File: src/rtl/multi_cycle_control.sv
// Multi-cycle control sequencer for the MIPS-subset datapath, with a memory handshake timeout.
// Define MCC_PERF_CNT_EN to add the RetiredCnt / StallCnt performance counters.
module multi_cycle_control #(
    parameter int unsigned TIMEOUT_CYC = 255,
    parameter int unsigned TO_W        = 8
) (
    input  logic        clk,
    input  logic        rst_n,
    input  logic [5:0]  OpCode,
    input  logic [5:0]  Func,
    input  logic        Zero,
    input  logic        MemReady,
    input  logic        Halt,
    output logic        IorD,
    output logic        MemRead,
    output logic        MemWrite,
    output logic        IRWrite,
    output logic        RegDst,
    output logic        RegWrite,
    output logic        Mem2Reg,
    output logic        ALUSrcA,
    output logic [1:0]  ALUSrcB,
    output logic [3:0]  ALUControl,
    output logic        ExtOp,
    output logic        PCWrite,
    output logic [1:0]  PCSrc,
    output logic        InstrDone,
    output logic        IllegalInstr,
    output logic        Fault,
    output logic [3:0]  State
`ifdef MCC_PERF_CNT_EN
    ,
    output logic [31:0] RetiredCnt,
    output logic [31:0] StallCnt
`endif
);

    typedef enum logic [3:0] {
        S_IDLE     = 4'd0,
        S_FETCH    = 4'd1,
        S_DECODE   = 4'd2,
        S_R_EXEC   = 4'd3,
        S_R_WB     = 4'd4,
        S_I_EXEC   = 4'd5,
        S_I_WB     = 4'd6,
        S_MEM_ADDR = 4'd7,
        S_MEM_RD   = 4'd8,
        S_MEM_WB   = 4'd9,
        S_MEM_WR   = 4'd10,
        S_BRANCH   = 4'd11,
        S_JUMP     = 4'd12,
        S_FAULT    = 4'd15
    } state_t;

    localparam logic [3:0] ALU_ADD = 4'b0010;
    localparam logic [3:0] ALU_SUB = 4'b0110;
    localparam logic [3:0] ALU_OR  = 4'b0001;
    localparam logic [TO_W:0] TO_LIM = (TO_W + 1)'(TIMEOUT_CYC);

    state_t            state;
    state_t            state_nx;
    state_t            boundary;
    logic [TO_W-1:0]   to_cnt;
    logic [TO_W:0]     to_inc;
    logic              mem_state;
    logic              waiting;
    logic              timed_out;
    logic              is_add, is_sub, is_ori, is_lw, is_sw, is_beq, is_j;

    assign is_add = (OpCode == 6'b000000) && (Func == 6'b100000);
    assign is_sub = (OpCode == 6'b000000) && (Func == 6'b100010);
    assign is_ori = (OpCode == 6'b001101);
    assign is_lw  = (OpCode == 6'b100011);
    assign is_sw  = (OpCode == 6'b101011);
    assign is_beq = (OpCode == 6'b000100);
    assign is_j   = (OpCode == 6'b000010);

    assign mem_state = (state == S_FETCH) || (state == S_MEM_RD) || (state == S_MEM_WR);
    assign waiting   = mem_state && !MemReady;
    assign to_inc    = {1'b0, to_cnt} + (TO_W + 1)'(1);
    // Fault fires in the wait cycle that brings the count up to the limit.
    assign timed_out = (TIMEOUT_CYC != 0) && waiting && (to_inc == TO_LIM);
    assign boundary  = Halt ? S_IDLE : S_FETCH;

    always_comb begin
        state_nx = state;
        case (state)
            S_IDLE:     if (!Halt) state_nx = S_FETCH;
            S_FETCH: begin
                if (MemReady)       state_nx = S_DECODE;
                else if (timed_out) state_nx = S_FAULT;
            end
            S_DECODE: begin
                if (is_add || is_sub)    state_nx = S_R_EXEC;
                else if (is_ori)         state_nx = S_I_EXEC;
                else if (is_lw || is_sw) state_nx = S_MEM_ADDR;
                else if (is_beq)         state_nx = S_BRANCH;
                else if (is_j)           state_nx = S_JUMP;
                else                     state_nx = boundary;
            end
            S_R_EXEC:   state_nx = S_R_WB;
            S_I_EXEC:   state_nx = S_I_WB;
            S_MEM_ADDR: state_nx = is_lw ? S_MEM_RD : S_MEM_WR;
            S_MEM_RD: begin
                if (MemReady)       state_nx = S_MEM_WB;
                else if (timed_out) state_nx = S_FAULT;
            end
            S_MEM_WR: begin
                if (MemReady)       state_nx = boundary;
                else if (timed_out) state_nx = S_FAULT;
            end
            S_R_WB, S_I_WB, S_MEM_WB, S_BRANCH, S_JUMP: state_nx = boundary;
            S_FAULT:    state_nx = S_FAULT;
            default:    state_nx = S_FETCH;
        endcase
    end

    // Any state change clears the wait counter, so it restarts on every memory-state entry.
    always_ff @(posedge clk or negedge rst_n) begin
        if (!rst_n) begin
            state  <= S_IDLE;
            to_cnt <= '0;
        end else begin
            state <= state_nx;
            if (state_nx != state) to_cnt <= '0;
            else if (waiting)      to_cnt <= to_inc[TO_W-1:0];
        end
    end

    always_comb begin
        IorD         = 1'b0;
        MemRead      = 1'b0;
        MemWrite     = 1'b0;
        IRWrite      = 1'b0;
        RegDst       = 1'b0;
        RegWrite     = 1'b0;
        Mem2Reg      = 1'b0;
        ALUSrcA      = 1'b0;
        ALUSrcB      = 2'b00;
        ALUControl   = 4'b0000;
        ExtOp        = 1'b0;
        PCWrite      = 1'b0;
        PCSrc        = 2'b00;
        InstrDone    = 1'b0;
        IllegalInstr = 1'b0;
        Fault        = 1'b0;
        case (state)
            S_FETCH: begin
                MemRead    = 1'b1;
                ALUSrcB    = 2'b01;
                ALUControl = ALU_ADD;
                IRWrite    = MemReady;
                PCWrite    = MemReady;
            end
            S_DECODE: begin
                ALUSrcB      = 2'b11;
                ALUControl   = ALU_ADD;
                ExtOp        = 1'b1;
                IllegalInstr = !(is_add || is_sub || is_ori || is_lw || is_sw || is_beq || is_j);
            end
            S_R_EXEC: begin
                ALUSrcA    = 1'b1;
                ALUControl = is_sub ? ALU_SUB : ALU_ADD;
            end
            S_R_WB: begin
                RegDst    = 1'b1;
                RegWrite  = 1'b1;
                InstrDone = 1'b1;
            end
            S_I_EXEC: begin
                ALUSrcA    = 1'b1;
                ALUSrcB    = 2'b10;
                ALUControl = ALU_OR;
            end
            S_I_WB: begin
                RegWrite  = 1'b1;
                InstrDone = 1'b1;
            end
            S_MEM_ADDR: begin
                ALUSrcA    = 1'b1;
                ALUSrcB    = 2'b10;
                ExtOp      = 1'b1;
                ALUControl = ALU_ADD;
            end
            S_MEM_RD: begin
                IorD    = 1'b1;
                MemRead = 1'b1;
            end
            S_MEM_WB: begin
                RegWrite  = 1'b1;
                Mem2Reg   = 1'b1;
                InstrDone = 1'b1;
            end
            S_MEM_WR: begin
                IorD      = 1'b1;
                MemWrite  = 1'b1;
                InstrDone = MemReady;
            end
            S_BRANCH: begin
                ALUSrcA    = 1'b1;
                ALUControl = ALU_SUB;
                PCSrc      = 2'b01;
                PCWrite    = Zero;
                InstrDone  = 1'b1;
            end
            S_JUMP: begin
                PCSrc     = 2'b10;
                PCWrite   = 1'b1;
                InstrDone = 1'b1;
            end
            S_FAULT:  Fault = 1'b1;
            default: ;
        endcase
    end

    assign State = state;

`ifdef MCC_PERF_CNT_EN
    always_ff @(posedge clk or negedge rst_n) begin
        if (!rst_n) begin
            RetiredCnt <= '0;
            StallCnt   <= '0;
        end else begin
            if (InstrDone) RetiredCnt <= RetiredCnt + 32'd1;
            if (waiting)   StallCnt   <= StallCnt + 32'd1;
        end
    end
`endif

endmodule

File: config.mk
export PLATFORM = sky130hd
export DESIGN_NAME = multi_cycle_control
export DESIGN_NICKNAME = d
export VERILOG_FILES = /design/src/rtl/multi_cycle_control.sv
export SDC_FILE = /design/constraint.sdc
export NUM_CORES = 1
export LEC_CHECK = 0
export BUFFER_PORTS_ARGS = -buffer_cell sky130_fd_sc_hd__buf_4
export CORE_MARGIN = 2
export CORE_UTILIZATION = 24
export DETAILED_ROUTE_END_ITERATION = 6
export PLACE_DENSITY = 0.52
export SETUP_SLACK_MARGIN = 0.3
export SLEW_MARGIN = 40
export SYNTH_ARGS = -nofsm -noshare
export SYNTH_HDL_FRONTEND = slang
export SYNTH_SLANG_ARGS = --single-unit
File: constraint.sdc
create_clock -name clk -period 2.2 [get_ports clk]
set_input_delay 0.44 -clock clk [delete_from_list [all_inputs] [get_ports clk]]
set_output_delay 0.44 -clock clk [all_outputs]
set_load 0.03 [all_outputs]
==> results.cfg, run 1 <==
[status]
outcome = complete, no violations

[yosys]
ys_types = 56
syn_avg_cell_area_um2 = 7.295
synthCells = 189
yosys.area.top_type = dfrtp_1
yosysWarnings = 0
synth_top_cell_area_share_pct = 21.78
syn_nets = 208
synth-seq-cells = 12
synth_common_cells = nand2_1 (22), nor3_1 (20), nor2_1 (19)
ys.flop_type = dfrtp_1
post_synth_instance_area_um2 = 1379
yosysSeqAreaShare_pct = 21.78
synth_top_cells_by_area = dfrtp_1 (22%), nor3_1 (7.3%), nand2_1 (6.0%)
synth_edf_count = 0
async_reset_ff_share_pct = 100.0
yosysMostFrequentCell = nand2_1

[grt]
grt_max_degree = 15
grt_pass1_vias = 1867
antenna_found_initial = 0
grt_pass1_wl_mm = 9.273
overflow = 0
grtUsageTotal_pct = 18.24

[placement]
numPortBuffers = 40
dp.cells = 313
hpwl_mm = 3.564
gp_congestion = 0.8693

[drt]
drt_first_pass_iters = 4
remaining_drc_errors = 0
drtIter0Drc = 79
wl_per_cell_um = 16.76
wl_mm = 6.068
detail-route-antenna-nets = 0
vias_per_cell = 5.243
vias = 1898

[layout]
fin_cells = 362
nets = 310
final_util_pct = 53.95
area_growth_pct = 116.8
antennaDiodeCount = 0
drive_gt1_share_pct = 67.24

[floorplan]
fp.dieW_um = 79.80
fp.coreArea_um2 = 5540
start_util_pct = 24.89
ios = 42
fp.dieH_um = 79.80
row_count = 27
dieArea_um2 = 6367

[clock_network]
cts_sinks = 12
clock_latency_ns = 0.24
clk_pin_slew_ns = 0.06
clockBufferDepth = 2
htreeDepth = 1
root_buffer = clkbuf_8
cts-hold-fix-buffers = 0
cts_tree = done
numCtsBuffers = 3

[timing]
rsz0062_at_grt = yes
min_period_over_period_pct = 92.38
fin_setup_tns_ns = 0
finalSetupViolations = 0
final_max_slew_viol_count = 0
fmax_mhz = 492.1
fin_skew_ns = 0.009742
fin_crit_ns = 2.032
finalHoldViolCount = 0

[critical_path]
r2r_setup_slack_ns = 0.17
worstPathArrival_ns = 2.19
critPathSlowestCell = dfrtp_2
max_stage_delay_ns = 0.45
crit_path_start_kind = flip-flop
cp-end-kind = flip-flop
path_cells = buf_6, buf_8, nand2b_4, nor3_1, o211a_1, a211o_1, a221o_2, buf_4, nor3_2
critical_path_peak_fanout = 8
required_ns = 2.36
critPathKind = reg -> reg

[power_and_ir_drop]
power.density_nw_per_um2 = 1096
peakVddDrop_v = 0.0003822
p_leak_uw = 0.001222

[job]
max_cap_viol_count = 0

[hold_path]
hold_path_class = in -> async
-- area by class of cell --
type                            instances  area (µm²)
Tap cell                               72       90.09
Multi-Input combinational cell        161        1498
Sequential cell                        12       310.3
Clock buffer                            4       45.04
Timing Repair Buffer                  108        1023
Inverter                                5       22.52
Fill cell                             508        2551
-- layout by cell type (no fill, tap or decap), drive strengths merged, types with 6 or more instances in the layout --
master  synthesis  layout
o21ai           6       6
a21oi           9       9
nand2          22      22
xor2            6       6
nor3           20      20
nand2b          9       9
nand3           7       7
nor2           19      19
buf             3     108
dfrtp          12      12
-- worst max-delay path, delay by kind of cell (launching register included) --
family                 cells  cell delay (ns)
buffers and inverters      3             0.47
and+or+nand+nor            3             0.21
DFF                        1             0.45
AOI/OAI and AO/OA          3             0.81
-- state kept, by name (all words and copies together), names as in the netlist --
| name | count |
|---|---|
| to_cnt | 8 |
| State | 4 |
-- layer usage --
metal	routed length [µm]	share of wire, %	global-route usage (%)
met5	0	0	0
met4	112	1.8	3.898
met2	3159	52	31.68
met3	292	4.8	3.507
met1	2503	41	23.42
-- power by group --
group / switching [µW] / internal [µW]
sequential: 62.4 / 260
combinational: 1390 / 1350
clock: 83.7 / 128
total: 1540 / 1740
-- kinds of logic (layout without fill, tap and decap cells) --
| family | after synthesis | in the layout | synth area share [%] |
|---|---|---|---|
| buffers and inverters | 16 | 117 | 4.719 |
| AO/OA/AOI/OAI | 45 | 45 | 24.23 |
| XOR/XNOR | 10 | 10 | 6.352 |
| AND/OR/NAND/NOR | 103 | 103 | 40.84 |
| other | 1 | 1 | 0.2720 |
| adder cells (fa/ha/maj) | 2 | 2 | 1.815 |
| flip-flops | 12 | 12 | 21.78 |
-- through the flow --
step                      cell area [µm²]  power (µW)  hold WS (ns)  worst slack (ns)
after floorplan                      1637        1482        0.1444           0.06601
after global placement               2096        1988        0.2889          -0.05097
after detailed placement             2096        1979        0.2895          -0.03046
after CTS                            2729        2936       0.02996            0.1484
after global routing                 2989        3447       0.03003           0.08397
final                                2989        3277       0.02528            0.1677
-- worst paths after layout --
check / from / end / depth (start not counted)
worst min-delay path: rst_n / State[1]$_DFF_PN0_ / 1
worst min register to register: to_cnt[7]$_DFFE_PN0P_ / to_cnt[7]$_DFFE_PN0P_ / 2
worst max-delay path: State[1]$_DFF_PN0_ / to_cnt[4]$_DFFE_PN0P_ / 9
max in group asynchronous: rst_n / to_cnt[2]$_DFFE_PN0P_ / 1
worst max register to register: State[1]$_DFF_PN0_ / to_cnt[4]$_DFFE_PN0P_ / 9
min in group clk: to_cnt[7]$_DFFE_PN0P_ / to_cnt[7]$_DFFE_PN0P_ / 2
-- what timing repair did --
action	CTS	global route
pin swaps	18	26
setup endpoints to repair	29	28
buffers inserted	33	12
resized for setup	70	41
Power figures use the tool's default switching activity.
==> run 2, diff against run 1 <==
- SETUP_SLACK_MARGIN: 0.3 -> default
==> run 2 against run 1 <==
Compared with the run above:
- final cell count down 8.0%
- hold slack better by 0.0047 ns
- final area down 25%
- highest routed layer unchanged
- count of clock-buffer cells in the layout unchanged
- sequential power down 11%
- register-to-register slack worse by 0.08 ns
- non-clock buffer count down 29
- global-route usage down 3.5 points
- routed wire length down 21%
- clock skew down 0.0070 ns
- combinational power down 36%
==> results.cfg, run 2 (synthesis gave the netlist of run 1 again) <==
[layout]
largest-register = to_cnt
nets = 281
final_util_pct = 40.70
antennaDiodeCount = 0
drive_gt1_share_pct = 45.21
area_growth_pct = 63.52
largest_register_ffs = 8
final_common_cell = buf_4
final_cell_mix = buf_4 (75), nand2_1 (22), nor2_1 (16)

[grt]
grt_pass1_vias = 1577
grtUsageTotal_pct = 14.74
grt_max_degree = 15
grt_pass1_wl_mm = 7.624
antenna_found_initial = 0
overflow = 0

[floorplan]
fp.dieH_um = 79.80
fp.coreArea_um2 = 5540
start_util_pct = 24.89
dieArea_um2 = 6367
ios = 42
fp.dieW_um = 79.80
row_count = 27

[drt]
vias_per_cell = 5.066
detail-route-antenna-nets = 0
wl_mm = 4.821
drt_first_pass_iters = 4
wl_per_cell_um = 14.48
drtIter0Drc = 61
remaining_drc_errors = 0
vias = 1687

[timing]
finalSetupViolations = 0
final_max_slew_viol_count = 0
fmax_mhz = 466.5
finalHoldViolCount = 0
slew_headroom_pct = 63.24
min_period_over_period_pct = 97.43
rsz0062_at_grt = yes
fin_crit_ns = 2.144
worst_pin_slew_ns = 0.5504
fin_skew_ns = 0.002704

[clock_network]
cts-hold-fix-buffers = 0
root_buffer = clkbuf_8
cts_sinks = 12
numCtsBuffers = 3
clock_latency_ns = 0.24
htreeDepth = 1
clk_pin_slew_ns = 0.05
clockBufferDepth = 2
cts_tree = done

[hold_path]
hold_path_class = in -> async

[power_and_ir_drop]
power.density_nw_per_um2 = 1007
p_leak_uw = 0.0009566
power_uw = 2270
peakVddDrop_v = 0.0004449

[critical_path]
cp-end-kind = output pin
required_ns = 1.76
worst_r2r_endpoint = State[3]$_DFF_PN0_
worst_r2r_path_depth = 8
critical_path_peak_fanout = 4
r2r_start = to_cnt[0]$_DFFE_PN0P_
r2r_setup_slack_ns = 0.09
critPathKind = in -> out
worstPathArrival_ns = 1.70
crit_path_start_kind = input pin

[status]
outcome = complete, no violations

[job]
max_cap_viol_count = 0

[placement]
gp_congestion = 0.8623
numPortBuffers = 40
hpwl_mm = 3.664
-- run 2: changes by cell type in the layout (fill, tap and decap cells not counted), sizes merged --
cell / delta
inv: +1
clkinvlp: -1
buf: -29
-- run 2: area by class of cell --
class                   count  area [µm²]
flip-flops and latches     12       301.5
well taps                  72       90.09
clock buffers               4       55.05
fillers                   574        3286
inverters                   5       18.77
repair buffers             79       625.6
multi-input cells         161        1164
-- run 2: metrics by stage --
step / instances / setup TNS [ns] / cell area [µm²] / hold WS (ns) / setup slack, ns
after floorplan: 189 / -0.3352 / 1484 / 0.1444 / -0.1616
after global placement: 325 / -0.1338 / 2112 / 0.2898 / -0.04858
after detailed placement: 325 / -0.3715 / 2112 / 0.2937 / -0.09858
after CTS: 329 / 0 / 2176 / 0.03019 / 0.02525
after global routing: 333 / -0.04567 / 2255 / 0.03078 / -0.01939
final: 333 / 0 / 2255 / 0.02997 / 0.05647
-- run 2: worst max-delay path, stage by stage --
cell	delay, ns
buf_4	0.13
or4b_1	0.53
o32ai_2	0.22
buf_4	0.16
nor3_2	0.04
buf_4	0.17
-- run 2: timing repair --
item / CTS / global route
endpoints found under the setup margin: 3 / 13
buffers inserted: 0 / 4
gates resized for setup: 3 / 11
pin swaps: 0 / 2
-- run 2: layer usage --
metal	GRT usage (%)	vias to the layer above	wire length, µm
li1	-	847	-
met1	20.72	796	2249
met2	24.62	42	2334
met3	2.262	2	218
met4	1.525	0	18
met5	0	-	0
-- run 2: worst max-delay path by stage --
stage	startpoint	to	depth (start not counted)
after floorplan	State[0]$_DFF_PN0_	PCWrite	4
after global routing	State[0]$_DFF_PN0_	IllegalInstr	6
after CTS	OpCode[5]	IllegalInstr	6
after global placement	MemReady	State[3]$_DFF_PN0_	8
after detailed placement	OpCode[1]	to_cnt[7]$_DFFE_PN0P_	8
final	OpCode[1]	IllegalInstr	6
-- run 2: where the power goes --
| part | internal [µW] | total [µW] | switching, µW |
|---|---|---|---|
| logic | 720 | 1740 | 1020 |
| clock network | 158 | 242 | 83.4 |
| registers | 255 | 288 | 33.5 |
